### src/rtl/rf_fpga_pkg.sv
// Shared constants for the FPGA register-file controller: default parameters,
// key indices, the read-select mode enum and a counter-width helper.
package rf_fpga_pkg;

  localparam int DATA_W_DEF   = 32;
  localparam int SEL_W_DEF    = 5;
  localparam int NREAD_DEF    = 2;
  localparam int SWDAT_W_DEF  = 3;
  localparam int LED_W_DEF    = 4;
  localparam int DEB_CYC_DEF  = 500000;
  localparam int SCAN_DIV_DEF = 25000000;

  localparam int KEY_WR   = 0;
  localparam int KEY_MODE = 1;

  typedef enum logic {
    MODE_MANUAL = 1'b0,
    MODE_SCAN   = 1'b1
  } mode_t;

  // Bits needed for a counter that spans 0..n-1, never less than one bit.
  function automatic int cnt_w(input int n);
    return (n <= 2) ? 1 : $clog2(n);
  endfunction

endpackage

### src/rtl/rf_fpga_ctrl_key_debounce.sv
// Single-key conditioning: 2-flop synchroniser, stable-count debouncer and a
// one-cycle pulse on each debounced released->pressed transition.
// The key is active-low; every flop resets to the released state so a key
// held through reset has to be debounced from scratch.
module key_debounce
  import rf_fpga_pkg::*;
#(
  parameter int DEB_CYC = DEB_CYC_DEF
) (
  input  logic clk,
  input  logic rst,
  input  logic key_n,
  output logic press
);

  localparam int CW = cnt_w(DEB_CYC);
  localparam logic [CW-1:0] CNT_TC = CW'(DEB_CYC - 1);

  logic [1:0]    sync_q, sync_d;
  logic          deb_n_q, deb_n_d;
  logic [CW-1:0] cnt_q, cnt_d;
  logic          press_q, press_d;

  // Count consecutive cycles where the synchronised key disagrees with the
  // debounced state; any agreement (a bounce back) restarts the count.
  always_comb begin
    sync_d  = {sync_q[0], key_n};
    deb_n_d = deb_n_q;
    cnt_d   = '0;
    press_d = 1'b0;
    if (sync_q[1] != deb_n_q) begin
      if (cnt_q == CNT_TC) begin
        deb_n_d = sync_q[1];
        press_d = ~sync_q[1];
      end else begin
        cnt_d = cnt_q + 1'b1;
      end
    end
  end

  // State registers, cleared to the released key state.
  always_ff @(posedge clk or posedge rst) begin
    if (rst) begin
      sync_q  <= 2'b11;
      deb_n_q <= 1'b1;
      cnt_q   <= '0;
      press_q <= 1'b0;
    end else begin
      sync_q  <= sync_d;
      deb_n_q <= deb_n_d;
      cnt_q   <= cnt_d;
      press_q <= press_d;
    end
  end

  assign press = press_q;

endmodule

### src/rtl/rf_fpga_ctrl.sv
// Switch/key front end for a register file on an FPGA board: registers the
// write/read selects and write data from switches, issues a single write
// strobe per debounced press of the write key and drives LEDs from read data.
// Optional read-select scan mode (key[1] toggles, port 0 steps through all
// registers) is built only when RF_FPGA_SCAN_EN is defined.
//
// mode        | meaning
// MODE_MANUAL | all read selects follow sw_rsel, scan pointer held at 0
// MODE_SCAN   | read port 0 follows scan_ptr, which steps every SCAN_DIV cycles
module rf_fpga_ctrl
  import rf_fpga_pkg::*;
#(
  parameter int DATA_W   = DATA_W_DEF,
  parameter int SEL_W    = SEL_W_DEF,
  parameter int NREAD    = NREAD_DEF,
  parameter int SWDAT_W  = SWDAT_W_DEF,
  parameter int LED_W    = LED_W_DEF,
  parameter int DEB_CYC  = DEB_CYC_DEF,
  parameter int SCAN_DIV = SCAN_DIV_DEF
) (
  input  logic                     CLK,
  input  logic                     RST,
  input  logic [1:0]               key_n,
  input  logic [SEL_W-1:0]         sw_wsel,
  input  logic [NREAD*SEL_W-1:0]   sw_rsel,
  input  logic [SWDAT_W-1:0]       sw_wdat,
  input  logic [NREAD*DATA_W-1:0]  rdat,
  output logic [SEL_W-1:0]         wsel,
  output logic [NREAD*SEL_W-1:0]   rsel,
  output logic [DATA_W-1:0]        wdat,
  output logic                     WEN,
  output logic [NREAD*LED_W-1:0]   led,
  output logic                     scan_mode,
  output logic [SEL_W-1:0]         scan_ptr
);

  logic wr_press;
  logic scan_sel;
  logic [SEL_W-1:0] scan_ptr_nxt;

  key_debounce #(.DEB_CYC(DEB_CYC)) u_key_wr (
    .clk   (CLK),
    .rst   (RST),
    .key_n (key_n[KEY_WR]),
    .press (wr_press)
  );

`ifdef RF_FPGA_SCAN_EN
  localparam int DW = cnt_w(SCAN_DIV);
  localparam logic [DW-1:0] DIV_TC = DW'(SCAN_DIV - 1);

  logic             mode_press;
  mode_t            mode_q, mode_d;
  logic [DW-1:0]    div_q, div_d;
  logic [SEL_W-1:0] scan_ptr_q, scan_ptr_d;

  key_debounce #(.DEB_CYC(DEB_CYC)) u_key_mode (
    .clk   (CLK),
    .rst   (RST),
    .key_n (key_n[KEY_MODE]),
    .press (mode_press)
  );

  // Mode toggle and scan divider; a toggle in either direction restarts the
  // divider and pointer so each scan pass begins at register 0.
  always_comb begin
    mode_d     = mode_q;
    div_d      = '0;
    scan_ptr_d = '0;
    if (mode_press) begin
      mode_d = (mode_q == MODE_SCAN) ? MODE_MANUAL : MODE_SCAN;
    end else if (mode_q == MODE_SCAN) begin
      if (div_q == DIV_TC) begin
        scan_ptr_d = scan_ptr_q + 1'b1;
      end else begin
        div_d      = div_q + 1'b1;
        scan_ptr_d = scan_ptr_q;
      end
    end
  end

  // Scan state registers.
  always_ff @(posedge CLK or posedge RST) begin
    if (RST) begin
      mode_q     <= MODE_MANUAL;
      div_q      <= '0;
      scan_ptr_q <= '0;
    end else begin
      mode_q     <= mode_d;
      div_q      <= div_d;
      scan_ptr_q <= scan_ptr_d;
    end
  end

  assign scan_sel     = (mode_d == MODE_SCAN);
  assign scan_ptr_nxt = scan_ptr_d;
  assign scan_mode    = (mode_q == MODE_SCAN);
  assign scan_ptr     = scan_ptr_q;
`else
  logic unused_key_mode;
  assign unused_key_mode = key_n[KEY_MODE];
  assign scan_sel        = 1'b0;
  assign scan_ptr_nxt    = '0;
  assign scan_mode       = 1'b0;
  assign scan_ptr        = '0;
`endif

  logic                   wen_q, wen_d;
  logic [SEL_W-1:0]       wsel_q, wsel_d;
  logic [NREAD*SEL_W-1:0] rsel_q, rsel_d;
  logic [DATA_W-1:0]      wdat_q, wdat_d;

  // Next values of the switch-driven outputs; rsel port 0 is registered from
  // the next scan pointer so it lines up with scan_ptr in the same cycle.
  always_comb begin
    wen_d                 = wr_press;
    wsel_d                = sw_wsel;
    wdat_d                = '0;
    wdat_d[SWDAT_W-1:0]   = sw_wdat;
    rsel_d                = sw_rsel;
    if (scan_sel) begin
      rsel_d[SEL_W-1:0] = scan_ptr_nxt;
    end
  end

  // Output registers.
  always_ff @(posedge CLK or posedge RST) begin
    if (RST) begin
      wen_q  <= 1'b0;
      wsel_q <= '0;
      rsel_q <= '0;
      wdat_q <= '0;
    end else begin
      wen_q  <= wen_d;
      wsel_q <= wsel_d;
      rsel_q <= rsel_d;
      wdat_q <= wdat_d;
    end
  end

  assign WEN  = wen_q;
  assign wsel = wsel_q;
  assign rsel = rsel_q;
  assign wdat = wdat_q;

  for (genvar i = 0; i < NREAD; i++) begin : g_led
    assign led[i*LED_W +: LED_W] = rdat[i*DATA_W +: LED_W];
  end

  logic unused_rdat;
  assign unused_rdat = ^rdat;

endmodule
### config.mk
export PLATFORM = sky130hd
export DESIGN_NAME = rf_fpga_ctrl
export DESIGN_NICKNAME = d
export VERILOG_FILES = /design/src/rtl/rf_fpga_pkg.sv /design/src/rtl/rf_fpga_ctrl_key_debounce.sv /design/src/rtl/rf_fpga_ctrl.sv
export SDC_FILE = /design/constraint.sdc
export NUM_CORES = 1
export LEC_CHECK = 0
export BUFFER_PORTS_ARGS = -buffer_cell sky130_fd_sc_hd__buf_4
export CORE_UTILIZATION = 40
export DETAILED_ROUTE_END_ITERATION = 7
export PLACE_DENSITY = 0.81
export SYNTH_ARGS = -nofsm -noshare
export SYNTH_HDL_FRONTEND = slang
export SYNTH_SLANG_ARGS = --single-unit
### constraint.sdc
create_clock -name CLK -period 2.4 [get_ports CLK]
set_input_delay 0.24 -clock CLK [delete_from_list [all_inputs] [get_ports CLK]]
set_output_delay 0.24 -clock CLK [all_outputs]
set_load 0.03 [all_outputs]
Word level (Yosys, flattened, before mapping)

Cells that the tools add are included.

Register bits after elaboration: 42
Input bits: 86
Logic and storage cells: 17

Add/subtract/negate cells: 1
Equal/unequal tests: 2
Multiplexer cells: 4
Bitwise gates (word level): 1
Reduce and logical (&&, ||, !) cells: 1

Operators by type and width:

| kind                                           | count |
|---|---|
| two-way mux 19 bit                             | 2 |
| adder 19 x 1 -> 19 bit (second input constant) | 1 |
| == test 19 bit (second input constant)         | 1 |
| two-way mux 1 bit                              | 2 |
| AND reduction 2 bit                            | 1 |
| inequality test 1 bit                          | 1 |
| NOT 1 bit                                      | 1 |

Logic depth before layout (Yosys ltp)

Depth in word-level cells: 3
Mapped depth: 6
Mapped depth without buffers: 5

Cells and area by module

Synthesis repeated with hierarchy kept, for this count alone.

Cell total of the unflattened synthesis: 172
Area total of the unflattened synthesis: 1963.1 µm²

Modules (own cells, without submodules):

| module       | instances | cells each | area an instance (µm²) |
|---|---|---|---|
| key_debounce | 1         | 108        | 1157.4 |
| rf_fpga_ctrl | 1         | 64         | 805.8 |

Least setup slack after synthesis

Ideal clock, no wire load.

Path kind: flip-flop to flip-flop
From: reg u_key_wr.cnt_q[12]
To: reg u_key_wr.cnt_q[10]
Data arrival time: 1.586 ns
Required time: 2.279 ns
Setup slack: 0.692 ns
Stages on the path, launching flop included: 6
Buffers on the path: 1
Cells stage by stage: dfrtp_1 > nor4b_1 > nand2_1 > o31ai_4 > buf_2 > nor2_1

Word-level cells in the longest chain between the ends: 3

RTL lines:

| what                         | line                            | text |
|---|---|---|
| from (decl)                  | rf_fpga_ctrl_key_debounce.sv:21 | `logic [CW-1:0] cnt_q, cnt_d;` |
| from (signal assigned)       | rf_fpga_ctrl_key_debounce.sv:51 | `cnt_q <= cnt_d;` |
| == test 19 bit               | rf_fpga_ctrl_key_debounce.sv:32 | `if (cnt_q == CNT_TC) begin` |
| two-way mux 19 bit           | rf_fpga_ctrl_key_debounce.sv:32 |  |
| two-way mux 19 bit           | rf_fpga_ctrl_key_debounce.sv:31 | `if (sync_q[1] != deb_n_q) begin` |
| named net u_key_wr.cnt_d[10] | rf_fpga_ctrl_key_debounce.sv:21 |  |

The timed path passes the listed nets, and every way through them passes these cells.
A chain may end at the register's enable or synchronous reset.

Final worst setup path

From: reg u_key_wr.cnt_q[5]
To: reg u_key_wr.cnt_q[10]

Word-level cells in the longest chain between the ends: 3
Elaborated cells between the ends (all ways): 4

RTL lines:

| what                                                            | line |
|---|---|
| adder 19 x 1 -> 19 bit / == test 19 bit (equally long branches) | rf_fpga_ctrl_key_debounce.sv:36, rf_fpga_ctrl_key_debounce.sv:32 |
| two-way mux 19 bit (*)                                          | rf_fpga_ctrl_key_debounce.sv:32 |
| two-way mux 19 bit (*)                                          | rf_fpga_ctrl_key_debounce.sv:31 |
| named net u_key_wr.cnt_d[10]                                    | rf_fpga_ctrl_key_debounce.sv:21 |

The timed path passes the listed nets; every way through them passes the cells marked *.

==> results.toml <==
[status]
status = "finished clean"

[routing]
route.met2.wl_um = 1470
drc = 0
top_layer = "met4"
firstDrtPassIters = 4
via_count = 1243
wl_met1_um = 1250
drt_iter0_drc = 99
wl_per_cell_um = 11.6
vias_per_cell = 4.71
ant_nets = 0
wl_met3_um = 293
routed_wl_um = 3070

[clock_tree]
clkSlewWorstSetupHoldPaths_ns = 0.07
clock_latency_ns = 0.30
clkSinkCount = 42
clk_path_buf_depth = 2
cts_root_buffer = "clkbuf_8"
cts_hold_buf = 0
numCtsBuffers = 5
cts_tree = "built"
post_cts_resized = 0
htreeDepth = 2
postCtsSetupBuffers = 0

[grt]
grt_start_max_net_pins = 25
overflow = 0
antenna_found_initial = 0
grt_pass1_wl_um = 4860
grt_pass1_vias = 1116
grt_usage_pct = 12.8

[cells_and_area]
drive_gt1_share_pct = 26.4
n_antenna_cell = 0
nets = 298
area_growth_pct = 13.7

[yosys]
yosysUniqueCellTypes = 31
ys_ff_latch = 42
syn_area_per_cell_um2 = 11.1
ys_seq_area_share_pct = 54.7
ys_top_cells_by_area = "dfrtp_1 (51%), buf_4 (17%), xnor2_1 (5.5%)"
yosys_warnings = 0
syn_inst = 174
yosys.area.top_type = "dfrtp_1"
synth_area_um2 = 1930
synth_top_area_share_pct = 50.6

[setup_path]
worstPathRequired_ns = 2.58
reg2regPathDepth = 5
arrival_ns = 2.08
worstSetupPathType = "register to register"
cp_max_fo = 11
end_kind = "register"
cp-start-kind = "register"

[hold_path]
min_path_type = "input port to register"
holdPathStages = 1

[die]
initial_core_util_pct = 42.8
die_width_um = 71.4
core-area_um2 = 4500
dieArea_um2 = 5100
ios = 148
die_height_um = 71.4
row_count = 24

[timing]
final.setup.tns_ns = 0
rsz0062_at_grt = "false"
maxSlewHeadroom_pct = 50.1
clock_skew_ns = 0.00473
period_needed_ns = 1.89
setup_violations = 0
tightestPinTransition_ns = 0.747
holdWs_ns = 0.0433
hold_viol_final = 0
fin_crit_sh_pct = 78.9
fmax_mhz = 528
slew_viol_final = 0

[job]
max_cap_viol_count = 0

[pwr]
seq_power_share_pct = 54.7
ir_drop_mv = 0.409
clock_power_share_pct = 31.6
combinationalPowerShare_pct = 13.7
p_sw_share_pct = 27.3
cellInternalPower_uw = 986
power_density_nw_per_um2 = 619
power_switching_uw = 370
leakage_nw = 1.01

[placed_design]
gp_congestion = 0.896
port_buffers = 39
dp_hpwl_um = 2200
per-stage QoR:
| stage | total power, mW | utilization (%) | cell area [µm²] | std cells | setup WS (ns) |
|---|---|---|---|---|---|
| floorplan | 0.949 | - | 2060 | 208 | 0.692 |
| global placement | 0.939 | 46.9 | 2110 | 256 | 0.562 |
| detailed placement | 0.942 | 46.9 | 2110 | 256 | 0.539 |
| CTS | 1.38 | 48.7 | 2190 | 264 | 0.513 |
| global route | 1.42 | 48.7 | 2190 | 264 | 0.392 |
| finish | 1.36 | 48.7 | 2190 | 264 | 0.507 |
cell families after synthesis:
logic type | synth area share [%]
mux | 0.584
buf+inv | 18.2
other cells | 0.194
simple gates | 15.8
xor+xnor | 7.27
compound gates | 2.53
fa+ha+maj | 0.649
flops | 54.7
path summary, 6_finish.rpt:
| kind | startpoint | to | slack [ns] |
|---|---|---|---|
| setup / recovery | u_key_wr.cnt_q[5]$_DFF_PP0_ | u_key_wr.cnt_q[10]$_DFF_PP0_ | 0.51 |
| hold / removal | sw_wdat[2] | wdat[2]$_DFF_PP0_ | 0.04 |
| setup reg to reg | u_key_wr.cnt_q[5]$_DFF_PP0_ | u_key_wr.cnt_q[10]$_DFF_PP0_ | 0.51 |
| hold reg to reg | u_key_wr.press$_DFF_PP0_ | WEN$_DFF_PP0_ | 0.35 |
| max in group asynchronous | RST | u_key_wr.deb_n_q$_DFFE_PP1P_ | 1.67 |
| min in group asynchronous | RST | rsel[0]$_DFF_PP0_ | 0.08 |
power groups by stage:
stage                     clock [mW]  combinational [mW]  sequential [mW]
final                          0.429               0.185            0.742
after global routing           0.475               0.197            0.744
after CTS                      0.448               0.187            0.742
after detailed placement           0               0.186            0.755
after global placement             0               0.185            0.754
after floorplan                    0               0.165            0.784
Yosys cell counts:
cell type	n
mux2_2	1
a21oi_2	1
nand3_1	6
clkbuf_2	1
nor3_1	6
or4_4	1
buf_4	43
buf_1	1
nand4_2	1
dfstp_2	3
o31ai_4	1
a31o_2	1
and3_1	1
nand2_1	7
buf_2	1
nand4_1	9
xnor2_1	12
and2_1	1
inv_1	4
ha_1	1
nor3b_1	1
dfrtp_1	39
or3_1	1
a21oi_1	1
and4_1	1
o21ai_0	1
nor4_1	3
nor4b_1	2
xor2_1	4
nor2_1	18
conb_1	1
cells in the final DEF, fill, tap and decap left out, drive strengths merged, types with 2 or more instances in the layout:
cell and count:
nand2 7, inv 4, nor3 6, buf 42, nand4 10, dfstp 3
nor4 3, xor2 4, clkbuf 8, conb 35, nand3 6, nor2 18
dfrtp 39, xnor2 12, a21oi 2, nor4b 2
layer usage:
metal / vias up / GRT usage (%)
met5: - / 0
met4: 0 / 7.11
met3: 7 / 6.19
met2: 77 / 19.7
met1: 586 / 14.8
li1: 573 / -
layout make-up:
cell class              count  area (µm²)
well taps                  52        65.1
flip-flops and latches     42        1050
clock buffers               8        80.1
inverters                   4        15.0
multi-input cells         116         649
fillers                   397        2310
repair buffers             42         328
worst max-delay path, cell delays in order (launching register included):
cell and delay [ns]:
dfrtp_1 0.48, nor4b_1 0.41, nand2_1 0.16, o31ai_4 0.41, buf_4 0.26, nor2_1 0.07
registers in the layout (all words and copies together), names as in the netlist:
register and cells:
wsel 5, rsel 10, u_key_wr.press 1, wdat 3, u_key_wr.sync_q 2, WEN 1, u_key_wr.deb_n_q 1, u_key_wr.cnt_q 19
Note: power is estimated with default switching activity, not from simulation.
